$ cat src/rtl/mem_port_arbiter_pkg.sv
// rtl/mem_port_arbiter_pkg.sv - shared types for the IF/MEM memory port arbiter
//
// Purpose: FSM state encodings and bus-owner codes used by mem_port_arbiter.
// Ports:   none (package).

package mem_port_arbiter_pkg;

   // Transfer sequencing: arbitrate in IDLE, hold the bus in BUSY,
   // return the response to the owner in RESP.
   typedef enum logic [1:0] {
      ARB_IDLE = 2'd0,
      ARB_BUSY = 2'd1,
      ARB_RESP = 2'd2
   } arb_state_e;

   // Which pipeline stage owns the transfer in flight.
   typedef enum logic {
      OWN_IF  = 1'b0,
      OWN_MEM = 1'b1
   } arb_owner_e;

endpackage

$ cat src/rtl/mem_port_arbiter_wdog.sv
// rtl/mem_port_arbiter_wdog.sv - bus watchdog counter for the memory port arbiter
//
// Purpose: counts cycles while enabled and flags expiry on the TIMEOUT-th
//          enabled cycle, so a hung transfer can be terminated.
// Ports:
//   clk       in  clock
//   rst       in  asynchronous active-high reset
//   clr_i     in  synchronous clear (takes priority over en_i)
//   en_i      in  count enable
//   expire_o  out high while enabled and the count has reached TIMEOUT-1

module mem_arb_wdog #(
   parameter int TIMEOUT = 255
) (
   input  logic clk,
   input  logic rst,
   input  logic clr_i,
   input  logic en_i,
   output logic expire_o
);

   localparam int CW = $clog2(TIMEOUT + 1);

   logic [CW-1:0] cnt_q;
   logic [CW-1:0] cnt_d;

   always_comb begin
      cnt_d = cnt_q;
      if (clr_i) begin
         cnt_d = '0;
      end else if (en_i) begin
         cnt_d = cnt_q + 1'b1;
      end
   end

   always_ff @(posedge clk or posedge rst) begin
      if (rst) begin
         cnt_q <= '0;
      end else begin
         cnt_q <= cnt_d;
      end
   end

   // The count starts at 0 in the first enabled cycle, so TIMEOUT-1 marks
   // the TIMEOUT-th cycle.
   assign expire_o = en_i && (cnt_q == CW'(TIMEOUT - 1));

endmodule

$ cat src/rtl/mem_port_arbiter.sv
// rtl/mem_port_arbiter.sv - shares one memory bus between the IF and MEM pipeline stages
//
// Purpose: arbitrates IF fetches and MEM loads/stores onto a single-ported bus.
//          MEM has priority; a starvation counter forces an IF grant after
//          MAX_STARVE consecutive MEM grants with IF waiting. A watchdog ends
//          transfers that never see bus_ack and sets a sticky error.
// Ports:
//   clk, rst                       clock, asynchronous active-high reset
//   if_req_i, if_addr_i            IF read request, held until if_ack_o
//   if_rdata_o, if_ack_o           IF response (rdata valid only with ack)
//   if_stall_o                     if_req_i & ~if_ack_o
//   mem_req_i, mem_wen_i,
//   mem_addr_i, mem_wdata_i        MEM request, held until mem_ack_o
//   mem_rdata_o, mem_ack_o         MEM response (rdata valid only with ack)
//   mem_stall_o                    mem_req_i & ~mem_ack_o
//   bus_cyc_o, bus_we_o,
//   bus_addr_o, bus_wdata_o        registered bus request, stable through BUSY
//   bus_rdata_i, bus_ack_i         bus response
//   bus_err_o                      sticky transfer-timeout flag

module mem_port_arbiter
   import mem_port_arbiter_pkg::*;
#(
   parameter int ADDR_W     = 32,
   parameter int DATA_W     = 32,
   parameter int MAX_STARVE = 4,
   parameter int TIMEOUT    = 255
) (
   input  logic              clk,
   input  logic              rst,
   input  logic              if_req_i,
   input  logic [ADDR_W-1:0] if_addr_i,
   output logic [DATA_W-1:0] if_rdata_o,
   output logic              if_ack_o,
   output logic              if_stall_o,
   input  logic              mem_req_i,
   input  logic              mem_wen_i,
   input  logic [ADDR_W-1:0] mem_addr_i,
   input  logic [DATA_W-1:0] mem_wdata_i,
   output logic [DATA_W-1:0] mem_rdata_o,
   output logic              mem_ack_o,
   output logic              mem_stall_o,
   output logic              bus_cyc_o,
   output logic              bus_we_o,
   output logic [ADDR_W-1:0] bus_addr_o,
   output logic [DATA_W-1:0] bus_wdata_o,
   input  logic [DATA_W-1:0] bus_rdata_i,
   input  logic              bus_ack_i,
   output logic              bus_err_o
);

   localparam int SW = $clog2(MAX_STARVE + 1);

   arb_state_e        state_q, state_d;
   arb_owner_e        owner_q, owner_d;
   logic [SW-1:0]     starve_q, starve_d;
   logic              bus_we_q, bus_we_d;
   logic [ADDR_W-1:0] bus_addr_q, bus_addr_d;
   logic [DATA_W-1:0] bus_wdata_q, bus_wdata_d;
   logic [DATA_W-1:0] resp_q, resp_d;
   logic              err_q, err_d;

   logic starve_full;
   logic grant_mem;
   logic grant_if;
   logic wdog_expire;
   logic xfer_done;

   mem_arb_wdog #(
      .TIMEOUT (TIMEOUT)
   ) u_wdog (
      .clk      (clk),
      .rst      (rst),
      .clr_i    (state_q != ARB_BUSY),
      .en_i     (state_q == ARB_BUSY),
      .expire_o (wdog_expire)
   );

   // MEM wins unless IF has been passed over MAX_STARVE times in a row.
   assign starve_full = (starve_q == SW'(MAX_STARVE));
   assign grant_mem   = mem_req_i && !(if_req_i && starve_full);
   assign grant_if    = if_req_i && !grant_mem;

   // A real ack wins over a simultaneous watchdog expiry.
   assign xfer_done   = bus_ack_i || wdog_expire;

   // State register
   always_ff @(posedge clk or posedge rst) begin
      if (rst) begin
         state_q <= ARB_IDLE;
      end else begin
         state_q <= state_d;
      end
   end

   // Next-state logic
   always_comb begin
      state_d = state_q;
      unique case (state_q)
         ARB_IDLE: if (if_req_i || mem_req_i) state_d = ARB_BUSY;
         ARB_BUSY: if (xfer_done)             state_d = ARB_RESP;
         ARB_RESP:                            state_d = ARB_IDLE;
         default:                             state_d = ARB_IDLE;
      endcase
   end

   // Datapath next-state: grant capture, response capture, starvation count
   always_comb begin
      owner_d     = owner_q;
      starve_d    = starve_q;
      bus_we_d    = bus_we_q;
      bus_addr_d  = bus_addr_q;
      bus_wdata_d = bus_wdata_q;
      resp_d      = resp_q;
      err_d       = err_q;
      unique case (state_q)
         ARB_IDLE: begin
            if (grant_mem) begin
               owner_d     = OWN_MEM;
               bus_we_d    = mem_wen_i;
               bus_addr_d  = mem_addr_i;
               bus_wdata_d = mem_wdata_i;
               // grant_mem with IF waiting implies the count is below
               // MAX_STARVE, so this increment saturates by construction.
               if (if_req_i) starve_d = starve_q + 1'b1;
            end else if (grant_if) begin
               owner_d     = OWN_IF;
               bus_we_d    = 1'b0;
               bus_addr_d  = if_addr_i;
               bus_wdata_d = '0;
               starve_d    = '0;
            end
         end
         ARB_BUSY: begin
            if (bus_ack_i) begin
               resp_d = bus_rdata_i;
            end else if (wdog_expire) begin
               resp_d = '0;
               err_d  = 1'b1;
            end
            // Bus request fields return to 0 as the transfer leaves BUSY.
            if (xfer_done) begin
               bus_we_d    = 1'b0;
               bus_addr_d  = '0;
               bus_wdata_d = '0;
            end
         end
         ARB_RESP: begin
            resp_d = '0;
         end
         default: begin
            resp_d = '0;
         end
      endcase
   end

   always_ff @(posedge clk or posedge rst) begin
      if (rst) begin
         owner_q     <= OWN_IF;
         starve_q    <= '0;
         bus_we_q    <= 1'b0;
         bus_addr_q  <= '0;
         bus_wdata_q <= '0;
         resp_q      <= '0;
         err_q       <= 1'b0;
      end else begin
         owner_q     <= owner_d;
         starve_q    <= starve_d;
         bus_we_q    <= bus_we_d;
         bus_addr_q  <= bus_addr_d;
         bus_wdata_q <= bus_wdata_d;
         resp_q      <= resp_d;
         err_q       <= err_d;
      end
   end

   // Outputs: all decoded from registered state, never from bus_* inputs.
   always_comb begin
      bus_cyc_o   = (state_q == ARB_BUSY);
      if_ack_o    = (state_q == ARB_RESP) && (owner_q == OWN_IF);
      mem_ack_o   = (state_q == ARB_RESP) && (owner_q == OWN_MEM);
      if_rdata_o  = if_ack_o ? resp_q : '0;
      mem_rdata_o = mem_ack_o ? resp_q : '0;
      if_stall_o  = if_req_i && !if_ack_o;
      mem_stall_o = mem_req_i && !mem_ack_o;
   end

   assign bus_we_o    = bus_we_q;
   assign bus_addr_o  = bus_addr_q;
   assign bus_wdata_o = bus_wdata_q;
   assign bus_err_o   = err_q;

endmodule

$ cat config.mk
export PLATFORM = sky130hd
export DESIGN_NAME = mem_port_arbiter
export DESIGN_NICKNAME = d
export VERILOG_FILES = /design/src/rtl/mem_port_arbiter_pkg.sv /design/src/rtl/mem_port_arbiter_wdog.sv /design/src/rtl/mem_port_arbiter.sv
export SDC_FILE = /design/constraint.sdc
export NUM_CORES = 1
export LEC_CHECK = 0
export CAP_MARGIN = 25
export CELL_PAD_IN_SITES_DETAIL_PLACEMENT = 0
export CELL_PAD_IN_SITES_GLOBAL_PLACEMENT = 1
export CORE_ASPECT_RATIO = 1.4
export CORE_MARGIN = 8
export CORE_UTILIZATION = 26
export DETAILED_ROUTE_END_ITERATION = 12
export PLACE_DENSITY_LB_ADDON = 0.15
export SYNTH_ARGS = -nofsm -noshare
export SYNTH_HDL_FRONTEND = slang
export SYNTH_HIERARCHICAL = 1
export SYNTH_SLANG_ARGS = --single-unit
$ cat constraint.sdc
create_clock -name clk -period 3.3 [get_ports clk]
set_input_delay 0.66 -clock clk [delete_from_list [all_inputs] [get_ports clk]]
set_output_delay 0.66 -clock clk [all_outputs]
set_load 0.1 [all_outputs]
==> metrics <==
Setup crit start kind=flop; CTS root buf=clkbuf_16; ant diodes=0; share of cells above drive strength 1=24.0%; core box area=0.0198 mm2; Critical Path RT=3.54 ns; post-synthesis cell type count=37; Crit. End Element=flop; Async SR Flop Fraction=100%; Final Hold Vio Count=0; top cells by count, synth=dfrtp_1, a22o_1, nand2_1, and2_1, o22ai_1; main area contributors after synthesis=dfrtp_1, a22o_1, and2_1; initial drt markers=221; Final ANT Viol Nets=0; Post-DP Area=0.00858 mm2; Area Overhead vs Synth=71.3%; leak pwr=4.05 nW; CTS Hold Bufs=0; setup skew after layout=0.0130 ns; Yosys warnings=6; initial antenna violation count=0; ys flop type=dfrtp_1; Max-Cap Viols=0; die height=183 um; most frequent cell after synthesis=dfrtp_1; DR DRC count=0; syn_nets=624; final setup fails=0; RSZ-0062 raised after global routing=no; die width=135 um; clk_lat worst skew=0.35 ns; power per standard cell area=776 mW/mm2; Bufs on Longest Clock Path=2; cell area after layout=0.00890 mm2; GRT overflow=0; Final HPWL DP=14600 um; setup tns final=0 ns; Tot GR Track Use=15.6%; post-cts resize count=0; largest net degree at the start of global routing=66; dominant cell type by area after synthesis=dfrtp_1; syn_area_per_cell=10.7 um2; Final Max Slew Viols=0; Fillers=1855; worst hold path class=flop to flop; FP Rows=61; clock-pin slew on the worst setup and hold paths=0.08 ns; period utilization=77.5%; min cycle time layout=2.56 ns; arrival time worst endpoint=2.80 ns; post-synthesis sequential area ratio=54.0%; H-tree depth=3; Worst Max-Slew Pin Slew=0.726 ns; TritonCTS clock tree=done; run status=completed; # clock sinks=112; peak supply drop=402 uV; worst-case hold slack=0.483 ns; DR pass1 iterations=4; Die ar.=0.0248 mm2; post-synth top area share=54.0%; first-pass GRT wire length=29900 um; CP Max Fanout=65; IO buf count=268; post-CTS setup buffer count=0; Fmax=0.391 GHz; vias per cell=4.74; number of enable flip-flop cells after synthesis=0; Post-layout nets=872; Slew HR=51.6%; routability cong.=0.710; Initial Util=26.3%; I/O pins=269; final WL=19800 um; Routed wire per std cell=19.9 um; synthesized area=0.00519 mm2; vias in the first global route=4921; Gate Count Post-Synth=486; Pwr Total=6.90 mW; kind of critical path=flop to flop; CTS Buf Count=9; vias post-DR=4693; Yosys reg bits=112
-- through the flow --
stage	setup slack [ns]	cells	utilization (%)
global route	0.494	991	45.0
CTS	0.683	991	45.0
finish	0.741	991	45.0
detailed placement	0.578	975	43.4
global placement	0.609	975	43.4
floorplan	0.161	486	-
-- power by group --
group / leakage [nW] / switching (mW) / internal [mW] / total, mW
combinational: 2.42 / 2.74 / 0.970 / 3.71
sequential: 1.47 / 0.268 / 1.75 / 2.02
clock: 0.157 / 0.558 / 0.613 / 1.17
total: 4.05 / 3.56 / 3.34 / 6.90
-- final cells by class --
type	count	area (um2)	area share, %
multi-input cells	321	2120	23.8
flip-flops and latches	112	2800	31.5
repair buffers	283	3310	37.2
clock buffers	9	225	2.53
clock inverters	7	95.1	1.07
well taps	252	315	3.54
inverters	7	30.0	0.338
-- worst paths after layout --
| check | cells past startpoint | slack, ns | end | from |
|---|---|---|---|---|
| worst max-delay path | 8 | 0.74 | bus_wdata_o[14] | state_q[1] |
| worst min-delay path | 1 | 0.48 | bus_err_o | bus_err_o |
| worst max register to register | 8 | 0.74 | bus_wdata_o[14] | state_q[1] |
| worst min register to register | 1 | 0.48 | bus_err_o | bus_err_o |
| max in group asynchronous | 3 | 1.74 | resp_q[14] | rst |
| min in group asynchronous | 2 | 0.63 | u_wdog/cnt_q[4] | rst |
-- metal layers --
layer / vias to the layer above / global-route usage (%) / share of wire (%)
li1: 2231 / - / -
met1: 2305 / 17.0 / 37
met2: 140 / 28.8 / 55
met3: 17 / 3.67 / 5.6
met4: 0 / 4.86 / 1.7
met5: - / 0 / 0
-- flip-flops by register name, summed over array words and instances (netlist names) --
register      flops
starve_q          3
owner_q           1
u_wdog/cnt_q      8
bus_addr_o       32
bus_wdata_o      32
bus_we_o          1
resp_q           32
bus_err_o         1
state_q           2
-- cell families (layout without fill, tap and decap cells) --
logic type	count (synthesis)	count (layout)	synth area share (%)
compound gates	147	147	22.3
xor+xnor	4	4	0.675
fa+ha+maj	4	4	0.964
buf+inv	53	306	5.42
flops	112	112	54.0
simple gates	166	166	16.7
-- worst max-delay path: stages, from the launching register on --
cell and delay, ns:
dfrtp_1 0.46, nand2b_1 0.20, inv_1 0.29, nand4_4 0.17, nor2_1 0.21, nor2_1 0.09
a211o_2 0.33, buf_4 0.31, a22o_1 0.33
-- cell usage in the layout, fill, tap and decap left out, types with 8 or more instances in the layout --
cell type and count:
buf_4 82, o22ai_1 32, dfrtp_1 112, clkbuf_16 9, nor2_1 8, nand2_1 69
a22o_1 97, and2_1 64, buf_12 68, clkdlybuf4s50_1 133, o21ai_0 8
Note: power is estimated with default switching activity, not from simulation.
